--- src/rtl/ddr_mem_dq_responder.sv ---
// DRAM-side CAS responder: queues decoded RD/WR commands by absolute start
// timestamp, then drives the read preamble/burst or captures write bursts.
module ddr_mem_dq_responder #(
    parameter int DQ_W   = 8,
    parameter int BL     = 8,
    parameter int QDEPTH = 8,
    parameter int COL_W  = 10,
    parameter int TS_W   = 8
) (
    input  logic                CK_t,
    input  logic                reset_n,
    input  logic                cmd_valid,
    input  logic                cmd_is_rd,
    input  logic [COL_W-1:0]    cmd_col,
    input  logic [4:0]          CL,
    input  logic [4:0]          CWL,
    input  logic [4:0]          AL,
    input  logic [1:0]          RD_PRE,
    input  logic [2*DQ_W-1:0]   dq_in,
    input  logic [2*DQ_W-1:0]   mem_rd_data,
    output logic [COL_W-1:0]    mem_rd_addr,
    output logic                mem_wr_en,
    output logic [COL_W-1:0]    mem_wr_addr,
    output logic [2*DQ_W-1:0]   mem_wr_data,
    output logic                dqs_oe,
    output logic                rd_valid,
    output logic [2*DQ_W-1:0]   rd_data,
    output logic                cmd_err
);

    localparam int BEATS = BL / 2;
    localparam int BW    = (BEATS > 1) ? $clog2(BEATS) : 1;
    localparam int QW    = $clog2(QDEPTH);
    localparam logic [BW-1:0] LAST_BEAT = BW'(BEATS - 1);
    localparam logic [QW:0]   FULL_CNT  = (QW+1)'(QDEPTH);
    localparam logic [COL_W-1:0] COL_MASK = ~COL_W'(BL - 1);

    typedef enum logic [1:0] {IDLE, PRE, BURST} state_t;

    state_t             r_state, w_state_nxt;
    logic [TS_W-1:0]    r_ts, w_ts_nxt;
    logic [BW-1:0]      r_beat, w_beat_p1;
    logic               r_cur_rd;
    logic [COL_W-1:0]   r_cur_col;

    logic               r_q_rd    [QDEPTH];
    logic [COL_W-1:0]   r_q_col   [QDEPTH];
    logic [TS_W-1:0]    r_q_start [QDEPTH];
    logic [QW-1:0]      r_wp, r_rp;
    logic [QW:0]        r_count;

    logic               r_last_vld, r_last_rd;
    logic [TS_W-1:0]    r_last_start;
    logic               r_err;

    logic               w_head_vld, w_head_rd;
    logic [COL_W-1:0]   w_head_col;
    logic [TS_W-1:0]    w_head_start, w_head_dist;
    logic               w_go_burst, w_go_pre, w_last_beat, w_pop;
    logic [5:0]         w_lat;
    logic [TS_W-1:0]    w_new_start, w_new_diff, w_new_limit;
    logic               w_overlap, w_full, w_accept;

    assign w_ts_nxt     = r_ts + TS_W'(1);
    assign w_beat_p1    = r_beat + BW'(1);
    assign w_last_beat  = (r_beat == LAST_BEAT);
    assign w_head_vld   = (r_count != '0);
    assign w_head_rd    = r_q_rd[r_rp];
    assign w_head_col   = r_q_col[r_rp];
    assign w_head_start = r_q_start[r_rp];

    // Decisions are made one clock ahead so the new state lines up with ts == target.
    assign w_head_dist = w_head_start - w_ts_nxt;
    assign w_go_burst  = w_head_vld && (w_head_dist == '0);
    assign w_go_pre    = w_head_vld && w_head_rd && (w_head_dist != '0)
                         && (w_head_dist <= TS_W'(RD_PRE));

    always_comb begin
        w_state_nxt = r_state;
        w_pop       = 1'b0;
        unique case (r_state)
            IDLE: begin
                if (w_go_burst) begin
                    w_state_nxt = BURST;
                    w_pop       = 1'b1;
                end else if (w_go_pre) begin
                    w_state_nxt = PRE;
                end
            end
            PRE: begin
                if (w_go_burst) begin
                    w_state_nxt = BURST;
                    w_pop       = 1'b1;
                end
            end
            BURST: begin
                if (w_last_beat) begin
                    if (w_go_burst) begin
                        w_state_nxt = BURST;
                        w_pop       = 1'b1;
                    end else if (w_go_pre) begin
                        w_state_nxt = PRE;
                    end else begin
                        w_state_nxt = IDLE;
                    end
                end
            end
            default: w_state_nxt = IDLE;
        endcase
    end

    // Overlap test is a signed wrap-safe distance from the last accepted start.
    assign w_lat       = cmd_is_rd ? ({1'b0, CL} + {1'b0, AL}) : ({1'b0, CWL} + {1'b0, AL});
    assign w_new_start = r_ts + TS_W'(w_lat);
    assign w_new_diff  = w_new_start - r_last_start;
    assign w_new_limit = TS_W'(BEATS) + ((cmd_is_rd && !r_last_rd) ? TS_W'(RD_PRE) : '0);
    assign w_overlap   = r_last_vld && (w_new_diff[TS_W-1] || (w_new_diff < w_new_limit));
    assign w_full      = (r_count == FULL_CNT) && !w_pop;
    assign w_accept    = cmd_valid && !w_full && !w_overlap;

    always_ff @(posedge CK_t or negedge reset_n) begin
        if (!reset_n) begin
            r_state      <= IDLE;
            r_ts         <= '0;
            r_beat       <= '0;
            r_cur_rd     <= 1'b0;
            r_cur_col    <= '0;
            r_wp         <= '0;
            r_rp         <= '0;
            r_count      <= '0;
            r_last_vld   <= 1'b0;
            r_last_rd    <= 1'b0;
            r_last_start <= '0;
            r_err        <= 1'b0;
        end else begin
            r_state <= w_state_nxt;
            r_ts    <= w_ts_nxt;
            r_err   <= cmd_valid && !w_accept;

            if (w_pop) begin
                r_cur_rd  <= w_head_rd;
                r_cur_col <= w_head_col;
                r_beat    <= '0;
                r_rp      <= r_rp + QW'(1);
            end else if (r_state == BURST) begin
                r_beat <= w_beat_p1;
            end

            if (w_accept) begin
                r_wp         <= r_wp + QW'(1);
                r_last_vld   <= 1'b1;
                r_last_rd    <= cmd_is_rd;
                r_last_start <= w_new_start;
            end else if (r_state == IDLE && r_count == '0) begin
                r_last_vld <= 1'b0;
            end

            if (w_accept && !w_pop) begin
                r_count <= r_count + (QW+1)'(1);
            end else if (!w_accept && w_pop) begin
                r_count <= r_count - (QW+1)'(1);
            end
        end
    end

    always_ff @(posedge CK_t) begin
        if (w_accept) begin
            r_q_rd[r_wp]    <= cmd_is_rd;
            r_q_col[r_wp]   <= cmd_col & COL_MASK;
            r_q_start[r_wp] <= w_new_start;
        end
    end

    always_comb begin
        rd_valid    = (r_state == BURST) && r_cur_rd;
        dqs_oe      = (r_state == PRE) || rd_valid;
        mem_wr_en   = (r_state == BURST) && !r_cur_rd;
        rd_data     = rd_valid ? mem_rd_data : '0;
        mem_wr_addr = mem_wr_en ? (r_cur_col + (COL_W'(r_beat) << 1)) : '0;
        mem_wr_data = mem_wr_en ? dq_in : '0;
        cmd_err     = r_err;

        // Storage is registered, so each read address leads its beat by one clock.
        mem_rd_addr = '0;
        if (r_state == PRE && w_go_burst) begin
            mem_rd_addr = w_head_col;
        end else if (rd_valid && !w_last_beat) begin
            mem_rd_addr = r_cur_col + (COL_W'(w_beat_p1) << 1);
        end else if (r_state == BURST && w_last_beat && w_go_burst && w_head_rd) begin
            mem_rd_addr = w_head_col;
        end
    end

endmodule

--- config.mk ---
export PLATFORM = sky130hd
export DESIGN_NAME = ddr_mem_dq_responder
export DESIGN_NICKNAME = d
export VERILOG_FILES = /design/src/rtl/ddr_mem_dq_responder.sv
export SDC_FILE = /design/constraint.sdc
export NUM_CORES = 1
export LEC_CHECK = 0
export CAP_MARGIN = 30
export CORE_MARGIN = 3
export CORE_UTILIZATION = 30
export CTS_CLUSTER_SIZE = 8
export DETAILED_ROUTE_END_ITERATION = 16
export PLACE_DENSITY_LB_ADDON = 0.1
export SYNTH_ARGS = -nofsm -noshare
export SYNTH_HDL_FRONTEND = slang
export SYNTH_SLANG_ARGS = --single-unit
--- constraint.sdc ---
create_clock -name CK_t -period 7.2 [get_ports CK_t]
set_clock_uncertainty 0.2 [all_clocks]
set_input_delay 2.16 -clock CK_t [delete_from_list [all_inputs] [get_ports CK_t]]
set_output_delay 2.16 -clock CK_t [all_outputs]
set_load 0.05 [all_outputs]
==> impl_summary.log <==
[metrics] global-route wire length before repair: 32.2 mm
[metrics] Die Footprint: 30100 um2
[metrics] synthesis warning total: 0
[metrics] max-slew violations: 0
[metrics] highest-count cells in the layout ignoring fill and taps: sky130_fd_sc_hd__edfxtp_1 (128), sky130_fd_sc_hd__clkdlybuf4s50_1 (99), sky130_fd_sc_hd__buf_4 (55)
[metrics] detail-routed net length per standard cell: 18.2 um
[metrics] clock buffers created by TritonCTS: 17
[metrics] static leakage power: 4.30 nW
[metrics] Hold Violations, Final: 0
[metrics] area delta synth->final: 37.0%
[metrics] clk sinks: 169
[metrics] deepest level of the CTS H-tree: 4
[metrics] number of top-level pins: 119
[metrics] worst min path class: flip-flop to flip-flop
[metrics] Worst Max-Slew Pin Slew: 0.838 ns
[metrics] total power per unit cell area: 332 nW/um2
[metrics] aggregate routed wire length: 20.8 mm
[metrics] maximum clock path buffer count: 2
[metrics] Overflow after GRT: 0
[metrics] number of global-route vias before repair: 5602
[metrics] status: finished clean
[metrics] number of maximum-capacitance violations: 0
[metrics] area of the placeable core: 27300 um2
[metrics] Seq cells post-synth: 169
[metrics] All-Layer GR Usage: 13.9%
[metrics] worst hold-check slack: 0.283 ns
[metrics] distinct cell type count after synthesis: 61
[metrics] post-layout net count: 862
[metrics] critical path endpoint category: flip-flop
[metrics] VDD IR max: 0.000166 V
[metrics] clock latency at the later pin of the worst-skew pair: 0.44 ns
[metrics] vias post-DR: 5430
[metrics] Buffers on Ports: 113
[metrics] startpoint types: primary input
[metrics] average size of a mapped cell: 14.4 um2
[metrics] Antenna Violating Nets Remaining: 0
[metrics] data required time of the worst path: 7.30 ns
[metrics] Reg clk slew, reported paths: 0.07 ns
[metrics] count of flip-flops with a built-in enable after synthesis: 128
[metrics] FFs w/ async S/R, synth: 24.3%
[metrics] kind of critical path: primary input to flip-flop
[metrics] Die Height: 174 um
[metrics] final period demand of the worst path: 7.06 ns
[metrics] critical path fanouts, max: 5
[metrics] row cnt: 60
[metrics] # hold bufs at CTS: 0
[metrics] Initial Utilization: 30.9%
[metrics] Pre-antenna DRT Iters: 4
[metrics] largest net degree at the start of global routing: 34
[metrics] maximum cell stage delay along the critical path: 0.43 ns
[metrics] clock tree from TritonCTS: done
[metrics] dpl hpwl: 14.3 mm
[metrics] number of inserted diodes: 0
[metrics] Setup violations, final: 0
[metrics] Max Clk Rate: 142 MHz
[metrics] initial antenna violation count: 0
[metrics] data arrival time of the critical path: 7.16 ns
[metrics] post-placement setup slack: -0.889 ns
[metrics] cell occurring most often along the worst timing path: sky130_fd_sc_hd__ha_4
[metrics] share of layout cells above drive strength 1: 27.2%
[metrics] root buffer cell: sky130_fd_sc_hd__clkbuf_16
[metrics] setup slack of the critical path after layout: 0.139 ns
[metrics] DRT iter0 DRCs: 281
[metrics] flop2flop setup slack: 2.08 ns
[metrics] combined area of all synthesized cells: 8430 um2
[metrics] Pwr Total: 3.83 mW
[metrics] sequential share of the synthesized area: 57.8%
[metrics] Via-to-Cell Ratio: 4.75
[metrics] post-route fraction of the period consumed by the critical path: 98.1%
[metrics] slowest cell on the critical path: sky130_fd_sc_hd__a2111oi_4
[metrics] final weighted congestion in routability-driven placement: 0.827
[metrics] Cells after Synth: 586
[metrics] final routed DRC violation total: 0
[metrics] most common library cell in the layout ignoring fill and taps: sky130_fd_sc_hd__edfxtp_1
[metrics] max-slew headroom at the worst pin: 44.0%
[metrics] predominant post-synthesis flop cell: sky130_fd_sc_hd__edfxtp_1
[metrics] floorplan die width: 174 um
==> logic make-up after synthesis <==
| group | synth area share [%] |
|---|---|
| buffers and inverters | 3.13 |
| other | 0.0445 |
| xor gates and xnor gates | 2.78 |
| adders and majority gates | 6.53 |
| and+or+nand+nor | 9.25 |
| muxes | 14.3 |
| AOI/OAI and AO/OA | 6.13 |
| DFF | 57.8 |
==> flip-flops by register name (all words and copies together), names as in the netlist <==
signal	flops
r_q_start	64
r_q_col	56
r_last_start	8
r_q_rd	8
r_ts	8
r_cur_col	7
r_count	4
r_rp	3
r_wp	3
r_beat	2
r_state	2
cmd_err	1
r_cur_rd	1
r_last_rd	1
r_last_vld	1
==> power by group <==
group | switching (mW) | internal, mW | leakage (nW)
logic | 0.791 | 0.762 | 2.33
registers | 0.124 | 1.24 | 1.67
clock network | 0.439 | 0.471 | 0.294
total | 1.35 | 2.48 | 4.30
==> metal layers <==
metal / routed length (um) / track usage, % / vias to the layer above
li1: - / - / 2557
met1: 9150 / 17.9 / 2741
met2: 10400 / 23.6 / 123
met3: 1000 / 3.20 / 9
met4: 156 / 3.55 / 0
met5: 0 / 0 / -
==> stage by stage <==
stage | util [%] | std cells | TNS (ns) | cell area (um2)
6_report | 42.3 | 1143 | 0 | 11500
5_1_grt | 42.3 | 1143 | -0.0650 | 11500
4_1_cts | 41.6 | 1136 | -0.00456 | 11300
3_5_place_dp | 39.2 | 1104 | -84.77 | 10700
3_3_place_gp | 39.1 | 1103 | -82.64 | 10700
2_1_floorplan | - | 587 | -17.44 | 8580
==> final timing paths <==
kind                                             start                           to  depth (start not counted)
worst max register to register     r_rp[0]$_DFFE_PN0P_       r_count[3]$_DFFE_PN0P_                         19
worst max-delay path                         cmd_is_rd       r_count[3]$_DFFE_PN0P_                         26
min in group asynchronous                      reset_n  r_last_start[2]$_DFFE_PN0P_                          1
worst min register to register  r_count[3]$_DFFE_PN0P_       r_count[3]$_DFFE_PN0P_                          1
max in group asynchronous                      reset_n        r_beat[1]$_DFFE_PN0P_                          2
worst min-delay path            r_count[3]$_DFFE_PN0P_       r_count[3]$_DFFE_PN0P_                          1
==> what timing repair did <==
item / 4_1_cts / 5_1_grt
endpoints found under the hold margin: 0 / 0
pin swaps: 2 / 30
setup endpoints to repair: 142 / 33
resized for setup: 11 / 34
setup buffers: 0 / 7
==> Yosys cell counts (10+ instances only) <==
library cell                 n  area share, %
sky130_fd_sc_hd__edfxtp_1  128             46
sky130_fd_sc_hd__clkbuf_1   12           0.53
sky130_fd_sc_hd__mux4_2     32            8.6
sky130_fd_sc_hd__nand2_1    22           0.98
sky130_fd_sc_hd__ha_1       36            5.3
sky130_fd_sc_hd__xnor2_1    14            1.5
sky130_fd_sc_hd__nor3_1     12           0.71
sky130_fd_sc_hd__xor2_1     10            1.0
sky130_fd_sc_hd__and2_1     19            1.4
sky130_fd_sc_hd__nor2_1     19           0.85
sky130_fd_sc_hd__mux2i_1    19            2.3
sky130_fd_sc_hd__dfrtp_1    41             12
sky130_fd_sc_hd__nand3_1    11           0.65
sky130_fd_sc_hd__mux2_2     17            2.3
sky130_fd_sc_hd__o21ai_0    15           0.89
sky130_fd_sc_hd__inv_1      38            1.7
sky130_fd_sc_hd__a21oi_1    16           0.95
sky130_fd_sc_hd__and3_1     18            1.3
==> cell type report <==
class                      count  area [um2]
inverter                      38         148
tap                          372         465
fill                        2464       15700
clock inverter                15         184
multi-input combinational    355        3640
clock buffer                  17         425
sequential                   169        4870
timing repair buffer         177        1800
==> worst max-delay path: cells and delay by family <==
| family | cells | cell delay (ns) |
|---|---|---|
| fa+ha+maj | 6 | 1.55 |
| compound gates | 7 | 1.40 |
| xor+xnor | 4 | 0.72 |
| simple gates | 5 | 0.72 |
| mux | 1 | 0.33 |
| buf+inv | 3 | 0.26 |
(Power assumes the default switching activity.)
